===== config.mk =====
export PLATFORM = sky130hd
export DESIGN_NAME = ps2_keyboard_port
export DESIGN_NICKNAME = d
export VERILOG_FILES = /design/src/rtl/ps2_keyboard_port.sv
export SDC_FILE = /design/constraint.sdc
export NUM_CORES = 1
export LEC_CHECK = 0
export ABC_CLOCK_PERIOD_IN_PS = 2600
export CORE_AREA = 5 5 100 102
export CTS_BUF_LIST = sky130_fd_sc_hd__clkbuf_2 sky130_fd_sc_hd__clkbuf_4 sky130_fd_sc_hd__clkbuf_8
export CTS_CLUSTER_DIAMETER = 200
export DETAILED_ROUTE_END_ITERATION = 6
export DIE_AREA = 0 0 105 107
export PLACE_DENSITY = 0.56
export SYNTH_ARGS = -nofsm -noshare
export SYNTH_HDL_FRONTEND = slang
export SYNTH_SLANG_ARGS = --single-unit

===== constraint.sdc =====
create_clock -name clk -period 2.6 [get_ports clk]
set_input_delay 0.65 -clock clk [delete_from_list [all_inputs] [get_ports clk]]
set_output_delay 0.65 -clock clk [all_outputs]
set_load 0.1 [all_outputs]

===== src/rtl/ps2_keyboard_port.sv =====
// ps2_keyboard_port: PS/2 keyboard receiver (scan-code set 2) for the Frogger
// processor. It synchronises the PS/2 pins and deserialises 11-bit frames.
// It decodes the E0/F0 prefixes and tracks the held game keys.
// The results are packed into the 32-bit keyboard_data status word.
// Optional odd-parity checking is enabled by defining PS2_PARITY_CHECK_EN.
module ps2_keyboard_port #(
  parameter int bus            = 32,
  parameter int TIMEOUT_CYCLES = 50000
) (
  input  logic           clk,
  input  logic           reset,
  input  logic           ps2_clk,
  input  logic           ps2_data,
  output logic [bus-1:0] keyboard_data,
  output logic           key_valid
);

  localparam int TW = (TIMEOUT_CYCLES > 1) ? $clog2(TIMEOUT_CYCLES) : 1;

  // Held-key table: index 0..4 = up, down, left, right, space (word bits 16..20)
  localparam logic [39:0] KEY_CODES = {8'h29, 8'h74, 8'h6B, 8'h72, 8'h75};
  localparam logic [4:0]  KEY_EXT   = 5'b01111;

  typedef enum logic [1:0] {IDLE, SHIFT, CHECK} state_t;

  logic [2:0]    ps2_clk_sync_reg;
  logic [1:0]    ps2_data_sync_reg;
  logic          sync_data;
  logic          fall;

  state_t        state_reg, state_next;
  logic [3:0]    bit_cnt_reg, bit_cnt_next;
  logic [8:0]    shreg_reg, shreg_next;
  logic          stop_reg, stop_next;
  logic [TW-1:0] timer_reg, timer_next;

  logic          parity_ok;
  logic          byte_good;
  logic          byte_bad;
  logic [7:0]    rx_byte;
  logic          is_e0, is_f0;

  logic          ext_flag_reg, brk_flag_reg;
  logic [7:0]    code_reg;
  logic          ext_bit_reg, brk_bit_reg;
  logic [4:0]    held_reg, held_next;
  logic [7:0]    evt_cnt_reg;
  logic          err_reg;
  logic          key_valid_reg;

  // Two-flop synchronisers; the third ps2_clk flop supplies the previous level for edge detection
  always_ff @(posedge clk or negedge reset) begin
    if (!reset) begin
      ps2_clk_sync_reg  <= '1;
      ps2_data_sync_reg <= '1;
    end else begin
      ps2_clk_sync_reg  <= {ps2_clk_sync_reg[1:0], ps2_clk};
      ps2_data_sync_reg <= {ps2_data_sync_reg[0], ps2_data};
    end
  end

  assign sync_data = ps2_data_sync_reg[1];
  assign fall      = ps2_clk_sync_reg[2] & ~ps2_clk_sync_reg[1];

  // Frame FSM state register
  always_ff @(posedge clk or negedge reset) begin
    if (!reset) begin
      state_reg   <= IDLE;
      bit_cnt_reg <= '0;
      shreg_reg   <= '0;
      stop_reg    <= 1'b0;
      timer_reg   <= '0;
    end else begin
      state_reg   <= state_next;
      bit_cnt_reg <= bit_cnt_next;
      shreg_reg   <= shreg_next;
      stop_reg    <= stop_next;
      timer_reg   <= timer_next;
    end
  end

  // Frame FSM next state: start bit, 8 data bits LSB-first plus parity, then stop bit
  always_comb begin
    state_next   = state_reg;
    bit_cnt_next = bit_cnt_reg;
    shreg_next   = shreg_reg;
    stop_next    = stop_reg;
    timer_next   = timer_reg;
    case (state_reg)
      IDLE: begin
        if (fall && !sync_data) begin
          state_next   = SHIFT;
          bit_cnt_next = '0;
          timer_next   = '0;
        end
      end
      SHIFT: begin
        if (fall) begin
          timer_next = '0;
          if (bit_cnt_reg == 4'd9) begin
            stop_next  = sync_data;
            state_next = CHECK;
          end else begin
            shreg_next   = {sync_data, shreg_reg[8:1]};
            bit_cnt_next = bit_cnt_reg + 4'd1;
          end
        end else if (timer_reg == TW'(TIMEOUT_CYCLES - 1)) begin
          state_next = IDLE;
        end else begin
          timer_next = timer_reg + 1'b1;
        end
      end
      CHECK: begin
        state_next = IDLE;
      end
      default: begin
        state_next = IDLE;
      end
    endcase
  end

`ifdef PS2_PARITY_CHECK_EN
  assign parity_ok = ^shreg_reg;
`else
  assign parity_ok = 1'b1;
`endif

  assign byte_good = (state_reg == CHECK) &  (stop_reg & parity_ok);
  assign byte_bad  = (state_reg == CHECK) & ~(stop_reg & parity_ok);
  assign rx_byte   = shreg_reg[7:0];
  assign is_e0     = (rx_byte == 8'hE0);
  assign is_f0     = (rx_byte == 8'hF0);

  // Per-key held state: a matching make sets the bit, a matching break clears it
  generate
    for (genvar gi = 0; gi < 5; gi++) begin : g_held
      logic key_match;
      assign key_match     = (rx_byte == KEY_CODES[gi*8 +: 8]) && (ext_flag_reg || !KEY_EXT[gi]);
      assign held_next[gi] = key_match ? ~brk_flag_reg : held_reg[gi];
    end
  endgenerate

  // Decoder: prefixes arm flags, any other good byte is a key event
  always_ff @(posedge clk or negedge reset) begin
    if (!reset) begin
      ext_flag_reg  <= 1'b0;
      brk_flag_reg  <= 1'b0;
      code_reg      <= '0;
      ext_bit_reg   <= 1'b0;
      brk_bit_reg   <= 1'b0;
      held_reg      <= '0;
      evt_cnt_reg   <= '0;
      err_reg       <= 1'b0;
      key_valid_reg <= 1'b0;
    end else begin
      key_valid_reg <= 1'b0;
      if (byte_bad) begin
        err_reg <= 1'b1;
      end
      if (byte_good) begin
        if (is_e0) begin
          ext_flag_reg <= 1'b1;
        end else if (is_f0) begin
          brk_flag_reg <= 1'b1;
        end else begin
          code_reg      <= rx_byte;
          ext_bit_reg   <= ext_flag_reg;
          brk_bit_reg   <= brk_flag_reg;
          held_reg      <= held_next;
          evt_cnt_reg   <= evt_cnt_reg + 8'd1;
          key_valid_reg <= 1'b1;
          ext_flag_reg  <= 1'b0;
          brk_flag_reg  <= 1'b0;
        end
      end
    end
  end

  // Status word assembly; any bits above 31 read as zero
  always_comb begin
    keyboard_data       = '0;
    keyboard_data[31:0] = {evt_cnt_reg, 3'b000, held_reg, 5'b00000,
                           err_reg, brk_bit_reg, ext_bit_reg, code_reg};
  end

  assign key_valid = key_valid_reg;

endmodule

==> impl_metrics.py, run 1 <==
metrics = {
    "power": {
        "leakage_nw": 1.631,
        "totalPowerFinal_mw": 2.634,
        "intPower_mw": 1.835,
        "clkPwrFrac_pct": 37.0,
        "p_seq_share_pct": 48.2,
        "irDropWorstVdd_mv": 0.2849,
        "swShare_pct": 30.33,
        "pwr-share-comb_pct": 14.8,
        "power.density_cell_area_nw_per_um2": 731.9,
        "p_sw_mw": 0.7988,
    },
    "status": {
        "outcome": "complete, no violations",
    },
    "synth": {
        "yosysTopAreaCellShare_pct": 48.36,
        "synth_warnings": 0,
        "synthDistinctLibCells": 51,
        "synthTopCellsByArea": "dfrtp_1, mux2_2, dfstp_2",
        "synth-edff-count": 0,
        "synthCells": 277,
        "yosysTopAreaCell": "dfrtp_1",
        "synth_ff_type": "dfrtp_1",
        "ys_ff_latch": 64,
        "post-synth-top-count-cell": "dfrtp_1",
        "yosys-top-cells-count": "dfrtp_1, mux2_2, nand2_1",
        "synth_area_um2": 3053,
        "ys_seq_area_share_pct": 52.66,
        "avgSynthCellArea_um2": 11.02,
        "async_flop_share_pct": 100.0,
    },
    "clocking": {
        "clock_latency_ns": 0.35,
        "cts_made_buffers": 9,
        "cts_tree": "built",
        "ctsResizeCount": 0,
        "clkTransAtPathRegs_ns": 0.07,
        "clockBufferDepth": 2,
        "cts_root_buffer": "clkbuf_8",
        "cts_hold_buf": 0,
        "htree_num_levels": 3,
        "post_cts.repair.setup_buffers": 0,
        "cts_sinks": 64,
    },
    "layout": {
        "area_growth_pct": 17.87,
        "nFillCells": 884,
        "num_antenna_cells": 0,
        "layout-drive-gt1-share_pct": 24.13,
        "largest_register_ffs": 16,
        "final_core_util_pct": 39.89,
        "fin_nets": 318,
        "final_cell_area_um2": 3598,
    },
    "global_routing": {
        "grt_max_degree": 38,
        "grt_use_total_pct": 11.73,
        "antenna_found_initial": 0,
        "grt_pass1_wl_mm": 10.71,
        "grt-ovfl-total": 0,
        "grt_pass1_vias": 2135,
    },
    "critical_path": {
        "rrSetupSlack_ns": 0.40,
        "timing.rr.start": "ps2_clk_sync_reg[2]",
        "ff2ff_path_depth": 4,
        "cp.arrival_ns": 2.47,
        "r2r-end": "timer_reg[14]",
        "critPathLaunchType": "flop",
        "end_kind": "flop",
        "cp.required_ns": 2.87,
        "path_max_fanout": 11,
        "criticalPathCategory": "reg2reg",
    },
    "sta": {
        "slew_headroom_pct": 28.31,
        "rsz0062_at_grt": "no",
        "setup_viol": 0,
        "fmax_ghz": 0.4548,
        "tns_ns": 0,
        "holdWs_ns": 0.3211,
        "tightest_slew_ns": 1.064,
        "finClkSkew_ns": 0.007965,
        "fin_crit_ns": 2.199,
        "maxSlewViolCount": 0,
        "fin_crit_sh_pct": 84.56,
        "hold_viol": 0,
    },
    "floorplan": {
        "io_pins": 37,
        "die_w_um": 105,
        "initial_utilization_pct": 33.84,
        "rows": 35,
        "dieArea_um2": 11240,
        "coreArea_um2": 9021,
        "die_y_um": 107,
    },
    "placement": {
        "dp_hpwl_mm": 4.316,
        "io_buffers": 28,
        "post_dp_cell_area_um2": 3371,
        "place_congestion": 0.8023,
    },
    "hold_path": {
        "hp-class": "in2async",
    },
    "detailed_routing": {
        "firstDrtPassIters": 5,
        "antenna_left": 0,
        "drc": 0,
        "drt_iter0_markers": 80,
        "finalWirelength_mm": 6.087,
        "post_drt_via_cell_ratio": 5.124,
        "dr_total_vias": 2183,
        "wl_per_cell_um": 14.29,
    },
    "run": {
        "max_cap_viol_count": 0,
    },
}
## power by group through the flow
stage | Combinational [mW] | Sequential, mW | Clock [mW]
after floorplan | 0.325 | 1.23 | 0
after global placement | 0.386 | 1.28 | 0
after detailed placement | 0.394 | 1.29 | 0
after CTS | 0.395 | 1.27 | 1.01
after global routing | 0.438 | 1.29 | 1.06
final | 0.390 | 1.27 | 0.975
## cell usage in the layout (no fill, tap or decap), types with 2 or more instances in the layout
| master | instances |
|---|---|
| buf_4 | 28 |
| nand3_1 | 11 |
| nor2_1 | 11 |
| or3_1 | 3 |
| and3_1 | 4 |
| nand4_1 | 8 |
| bufinv_16 | 2 |
| nand2_1 | 18 |
| a22o_1 | 3 |
| or4_1 | 6 |
| clkbuf_8 | 10 |
| nor3b_1 | 3 |
| o22ai_1 | 2 |
| mux2_2 | 19 |
| mux2i_1 | 5 |
| a21oi_1 | 13 |
| o211ai_1 | 4 |
| and3b_1 | 3 |
| dfstp_2 | 5 |
| a21o_1 | 3 |
| ha_1 | 4 |
| nor2b_1 | 2 |
| xnor2_1 | 6 |
| o21ai_0 | 13 |
| inv_1 | 14 |
| clkdlybuf4s50_1 | 2 |
| nand3b_1 | 3 |
| conb_1 | 8 |
| and4b_1 | 2 |
| nor4_1 | 4 |
| nand2b_1 | 5 |
| dfrtp_1 | 59 |
| o31ai_1 | 6 |
## final cells by class
| cell class | count | area, µm² | area share [%] |
|---|---|---|---|
| Clock inverter | 6 | 90.09 | 2.503 |
| Multi-Input combinational cell | 189 | 1316 | 36.58 |
| Timing Repair Buffer | 32 | 255.2 | 7.093 |
| Clock buffer | 10 | 137.6 | 3.825 |
| Sequential cell | 64 | 1608 | 44.68 |
| Tap cell | 111 | 138.9 | 3.860 |
| Inverter | 14 | 52.55 | 1.460 |
## routing by layer
layer  share of wire, %  up-vias  GRT usage [%]
met5                  0        -              0
met4                2.3        0          4.840
met3                5.7       19          4.395
met2                 44       47          17.45
met1                 48     1059          15.30
li1                   -     1058              -
## per-stage QoR
stage,setup slack [ns],instances
after detailed placement,0.4013,410
final,0.4014,426
after CTS,0.3966,426
after floorplan,0.7991,284
after global placement,0.4717,410
after global routing,0.2138,426
## worst max-delay path, cell delays in order (launching register included)
cell,delay (ns)
dfstp_2,0.55
nor3b_1,0.38
o21ai_0,0.44
or4_1,0.60
a21oi_1,0.15
## cell families after synthesis
logic type	synth area share [%]
AND/OR/NAND/NOR	18.28
flip-flops	52.66
AO/OA/AOI/OAI	11.31
buffers and inverters	5.328
multiplexers	8.648
XOR/XNOR	2.008
adder cells (fa/ha/maj)	1.639
other	0.1228
## worst max path at each step
stage	startpoint	end	slack (ns)	cells past startpoint
2_1_floorplan	ps2_clk_sync_reg[2]	timer_reg[14]	0.80	5
3_3_place_gp	ps2_clk_sync_reg[2]	timer_reg[14]	0.47	4
3_5_place_dp	ps2_clk_sync_reg[2]	timer_reg[14]	0.40	4
4_1_cts	ps2_clk_sync_reg[2]	timer_reg[14]	0.40	4
5_1_grt	ps2_clk_sync_reg[2]	timer_reg[14]	0.21	4
6_report	ps2_clk_sync_reg[2]	timer_reg[14]	0.40	4
Note: power is estimated with default switching activity, not from simulation.
==> run 2, diff against run 1 <==
--- a/config.mk
+++ b/config.mk
@@ -5,7 +5,7 @@
 export SDC_FILE = /design/constraint.sdc
 export NUM_CORES = 1
 export LEC_CHECK = 0
-export ABC_CLOCK_PERIOD_IN_PS = 2600
+export ABC_CLOCK_PERIOD_IN_PS = 2100
 export CORE_AREA = 5 5 100 102
 export CTS_BUF_LIST = sky130_fd_sc_hd__clkbuf_2 sky130_fd_sc_hd__clkbuf_4 sky130_fd_sc_hd__clkbuf_8
 export CTS_CLUSTER_DIAMETER = 200
==> constraint.sdc (replaced) <==
create_clock -name clk -period 2.1 [get_ports clk]
set_input_delay 0.525 -clock clk [delete_from_list [all_inputs] [get_ports clk]]
set_output_delay 0.525 -clock clk [all_outputs]
set_load 0.1 [all_outputs]
==> impl_metrics.py, run 2 (same netlist as run 1, synthesis figures left out) <==
metrics = {
    "status": {
        "outcome": "complete, no violations",
    },
    "sta": {
        "tns_ns": 0,
        "rsz0062_at_grt": "no",
        "maxSlewViolCount": 0,
        "fin_crit_ns": 1.909,
        "finClkSkew_ns": 0.01079,
        "fmax_ghz": 0.5239,
        "tightest_slew_ns": 0.7136,
        "setup_viol": 0,
        "fin_crit_sh_pct": 90.90,
        "slew_headroom_pct": 51.92,
        "hold_viol": 0,
    },
    "layout": {
        "num_antenna_cells": 0,
        "layoutNonFillerInstCount": 433,
        "layout-drive-gt1-share_pct": 25.47,
        "nFillCells": 891,
        "largest_register_ffs": 16,
        "final_common_cell": "dfrtp_1",
        "area_growth_pct": 20.90,
        "final_cell_area_um2": 3691,
        "fin_nets": 325,
        "final_cell_mix": "dfrtp_1, buf_4, mux2_2, nand2_1, inv_1",
    },
    "placement": {
        "io_buffers": 28,
        "dp_hpwl_mm": 4.469,
        "place_congestion": 0.9213,
        "post_dp_cell_area_um2": 3466,
        "dp.cells": 416,
    },
    "power": {
        "totalPowerFinal_mw": 3.229,
        "power.density_cell_area_nw_per_um2": 874.9,
        "leakage_nw": 1.676,
        "irDropWorstVdd_mv": 0.3305,
    },
    "detailed_routing": {
        "drt_iter0_markers": 108,
        "dr_total_vias": 2224,
        "antenna_left": 0,
        "post_drt_via_cell_ratio": 5.136,
        "wl_per_cell_um": 14.27,
        "firstDrtPassIters": 4,
        "finalWirelength_mm": 6.178,
        "drc": 0,
    },
    "global_routing": {
        "grt-ovfl-total": 0,
        "grt_max_degree": 39,
        "grt_use_total_pct": 11.86,
        "antenna_found_initial": 0,
        "grt_pass1_vias": 2246,
        "grt_pass1_wl_mm": 10.92,
    },
    "floorplan": {
        "dieArea_um2": 11240,
        "initial_utilization_pct": 33.84,
        "die_w_um": 105,
        "rows": 35,
        "die_y_um": 107,
        "coreArea_um2": 9021,
        "io_pins": 37,
    },
    "clocking": {
        "cts_root_buffer": "clkbuf_8",
        "clock_latency_ns": 0.33,
        "cts_tree": "built",
        "clockBufferDepth": 2,
        "htree_num_levels": 3,
        "clkTransAtPathRegs_ns": 0.08,
        "cts_sinks": 64,
        "cts_made_buffers": 9,
    },
    "critical_path": {
        "cp.required_ns": 2.35,
        "cp.arrival_ns": 2.16,
        "rrSetupSlack_ns": 0.19,
        "critPathLaunchType": "flop",
        "path_max_fanout": 4,
        "criticalPathCategory": "reg2reg",
        "end_kind": "flop",
    },
    "hold_path": {
        "hp-class": "reg2reg",
    },
    "run": {
        "max_cap_viol_count": 0,
    },
}
## run 2: per-layer routing
| metal | track usage (%) | up-vias | wire length [µm] |
|---|---|---|---|
| li1 | - | 1082 | - |
| met1 | 15.58 | 1073 | 2916 |
| met2 | 18.30 | 57 | 2823 |
| met3 | 3.371 | 12 | 329 |
| met4 | 5.023 | 0 | 109 |
| met5 | 0 | - | 0 |
## run 2: per-stage QoR
step	util [%]	setup slack (ns)	hold slack, ns
5_1_grt	40.92	0.04346	0.3604
4_1_cts	40.80	0.1840	0.001679
3_5_place_dp	38.42	0.2073	0.3481
2_1_floorplan	-	0.2991	0.2294
6_report	40.92	0.1912	0.3582
3_3_place_gp	38.42	0.2287	0.3472
## run 2: critical path: stages (launching register included)
cell	delay, ns
dfrtp_1	0.42
ha_1	0.24
nand2_1	0.15
or4_4	0.45
or4_1	0.41
a21oi_1	0.16
## run 2: final timing paths
check / to / depth (start not counted) / start
max: timer_reg[14] / 5 / timer_reg[0]
min: ps2_clk_sync_reg[1] / 0 / ps2_clk_sync_reg[0]
max reg2reg: timer_reg[14] / 5 / timer_reg[0]
min reg2reg: ps2_clk_sync_reg[1] / 0 / ps2_clk_sync_reg[0]
max in group asynchronous: ps2_data_sync_reg[0] / 3 / reset
min in group asynchronous: held_reg[3] / 2 / reset
## run 2: power by group
group / switching, mW / internal, mW / total [mW]
clock: 0.473 / 0.678 / 1.15
combinational: 0.300 / 0.209 / 0.509
sequential: 0.195 / 1.37 / 1.57
## run 2: cell type report
type | count | area [µm²] | area share [%]
Multi-Input combinational cell | 189 | 1316 | 35.66
Inverter | 14 | 52.55 | 1.424
Clock buffer | 10 | 131.4 | 3.559
Clock inverter | 6 | 83.83 | 2.271
Tap cell | 111 | 138.9 | 3.763
Sequential cell | 64 | 1608 | 43.56
Timing Repair Buffer | 39 | 360.3 | 9.763
## run 2: what timing repair did
action | 4_1_cts | 5_1_grt
setup buffers | 0 | 0
hold buffers | 0 | 1
gates resized for setup | 0 | 0
setup endpoints to repair | 0 | 0
endpoints found under the hold margin | 0 | 5
==> run 3, diff against run 2 <==
--- a/config.mk
+++ b/config.mk
@@ -6,11 +6,12 @@
 export NUM_CORES = 1
 export LEC_CHECK = 0
 export ABC_CLOCK_PERIOD_IN_PS = 2100
-export CORE_AREA = 5 5 100 102
+export CORE_AREA = 2 2 97 99
 export CTS_BUF_LIST = sky130_fd_sc_hd__clkbuf_2 sky130_fd_sc_hd__clkbuf_4 sky130_fd_sc_hd__clkbuf_8
 export CTS_CLUSTER_DIAMETER = 200
 export DETAILED_ROUTE_END_ITERATION = 6
-export DIE_AREA = 0 0 105 107
+export DIE_AREA = 0 0 99 101
+export GPL_ROUTABILITY_DRIVEN = 0
 export PLACE_DENSITY = 0.56
 export SYNTH_ARGS = -nofsm -noshare
 export SYNTH_HDL_FRONTEND = slang
==> impl_metrics.py, run 3 (same netlist as run 1, synthesis figures left out) <==
metrics = {
    "layout": {
        "final_cell_area_um2": 3638,
        "area_growth_pct": 19.18,
        "fin_nets": 323,
        "num_antenna_cells": 0,
        "final_cell_mix": "dfrtp_1, buf_4, mux2_2, nand2_1, inv_1",
        "largest_register_ffs": 16,
        "layout-drive-gt1-share_pct": 25.31,
        "final_common_cell": "dfrtp_1",
    },
    "sta": {
        "tns_ns": 0,
        "maxSlewViolCount": 0,
        "fin_crit_sh_pct": 92.38,
        "hold_viol": 0,
        "fmax_ghz": 0.5155,
        "finClkSkew_ns": 0.008907,
        "rsz0062_at_grt": "no",
        "slew_headroom_pct": 64.83,
        "fin_crit_ns": 1.940,
        "finalWorstSetupSlack_ns": 0.1600,
        "holdWs_ns": 0.1986,
        "setup_viol": 0,
        "tightest_slew_ns": 0.5235,
    },
    "critical_path": {
        "crit_chain": "or4_1, nor4_4, a21oi_2, a32o_1",
        "criticalPathCategory": "reg2reg",
        "path_max_fanout": 7,
        "cp.arrival_ns": 2.16,
        "cp_top_family": "simple AND/OR/NAND/NOR gates",
        "critPathLaunchType": "flop",
        "cp.required_ns": 2.32,
        "cpPeakStageDelay_ns": 0.62,
        "end_kind": "flop",
        "crit_buf_inv": 0,
        "slowest_stage": "or4_1",
    },
    "detailed_routing": {
        "antenna_left": 0,
        "finalWirelength_mm": 6.068,
        "drt_iter0_markers": 75,
        "drc": 0,
        "wl_per_cell_um": 14.08,
        "dr_total_vias": 2237,
        "post_drt_via_cell_ratio": 5.190,
        "firstDrtPassIters": 4,
    },
    "power": {
        "leakage_nw": 1.645,
        "intPower_mw": 2.159,
        "clkPwrFrac_pct": 34.2,
        "swShare_pct": 31.04,
        "power.density_cell_area_nw_per_um2": 860.6,
        "irDropWorstVdd_mv": 0.4489,
        "p_seq_share_pct": 49.9,
        "p_sw_mw": 0.9720,
        "pwr-share-comb_pct": 16.0,
    },
    "clocking": {
        "cts_sinks": 64,
        "cts_root_buffer": "clkbuf_8",
        "htree_num_levels": 3,
        "cts_made_buffers": 9,
        "cts_hold_buf": 0,
        "cts_tree": "built",
        "clockBufferDepth": 2,
        "clkTransAtPathRegs_ns": 0.07,
        "clock_latency_ns": 0.34,
        "post_cts.repair.setup_buffers": 0,
        "ctsResizeCount": 0,
    },
    "floorplan": {
        "initial_utilization_pct": 34.01,
        "die_w_um": 99,
        "die_y_um": 101,
        "dieArea_um2": 9999,
        "coreArea_um2": 8977,
        "io_pins": 37,
        "rows": 35,
    },
    "status": {
        "outcome": "complete, no violations",
    },
    "global_routing": {
        "grt_use_total_pct": 13.00,
        "grt_pass1_vias": 2183,
        "grt-ovfl-total": 0,
        "grt_pass1_wl_mm": 10.52,
        "grt_max_degree": 36,
        "antenna_found_initial": 0,
    },
    "hold_path": {
        "hp-class": "in2async",
    },
    "placement": {
        "io_buffers": 28,
        "dp_hpwl_mm": 4.256,
        "place_ws_ns": 0.2062,
        "post_dp_cell_area_um2": 3433,
    },
    "run": {
        "max_cap_viol_count": 0,
    },
}
run 3: worst paths after layout:
kind | start | end | slack [ns] | cells after the start
worst min-delay path | reset | held_reg[0] | 0.20 | 2
max in group asynchronous | reset | timer_reg[9] | 1.55 | 2
min in group clk | ps2_clk_sync_reg[0] | ps2_clk_sync_reg[1] | 0.36 | 0
worst max-delay path | timer_reg[4] | timer_reg[4] | 0.16 | 4
worst min register to register | ps2_clk_sync_reg[0] | ps2_clk_sync_reg[1] | 0.36 | 0
worst max register to register | timer_reg[4] | timer_reg[4] | 0.16 | 4
run 3: layout make-up:
cell class,count,area [µm²]
clock buffers,10,137.6
fillers,862,5339
inverters,14,52.55
repair buffers,37,317.8
flip-flops and latches,64,1608
well taps,111,138.9
multi-input cells,189,1316
clock inverters,6,67.56
run 3: routing by layer:
layer	wire [µm]	GRT usage, %	up-vias
met5	0	0	-
met4	81	3.899	0
met3	313	4.508	7
met2	2832	20.58	70
met1	2841	16.88	1084
li1	-	-	1076
run 3: power groups by stage:
stage	Clock [mW]	Combinational (mW)	Sequential (mW)
3_3_place_gp	0	0.499	1.58
5_1_grt	1.17	0.559	1.59
2_1_floorplan	0	0.403	1.53
3_5_place_dp	0	0.505	1.58
4_1_cts	1.12	0.505	1.56
6_report	1.07	0.500	1.56
run 3: through the flow:
stage	std cells	utilization [%]	total power [mW]
final	431	40.53	3.131
after global routing	431	40.53	3.322
after CTS	431	40.53	3.183
after detailed placement	415	38.24	2.087
after global placement	415	38.24	2.077
after floorplan	284	-	1.929
run 3: worst register-to-register path, cell delays in order (launching register included):
cell,delay (ns)
dfrtp_1,0.46
or4_1,0.62
nor4_4,0.34
a21oi_2,0.14
a32o_1,0.28
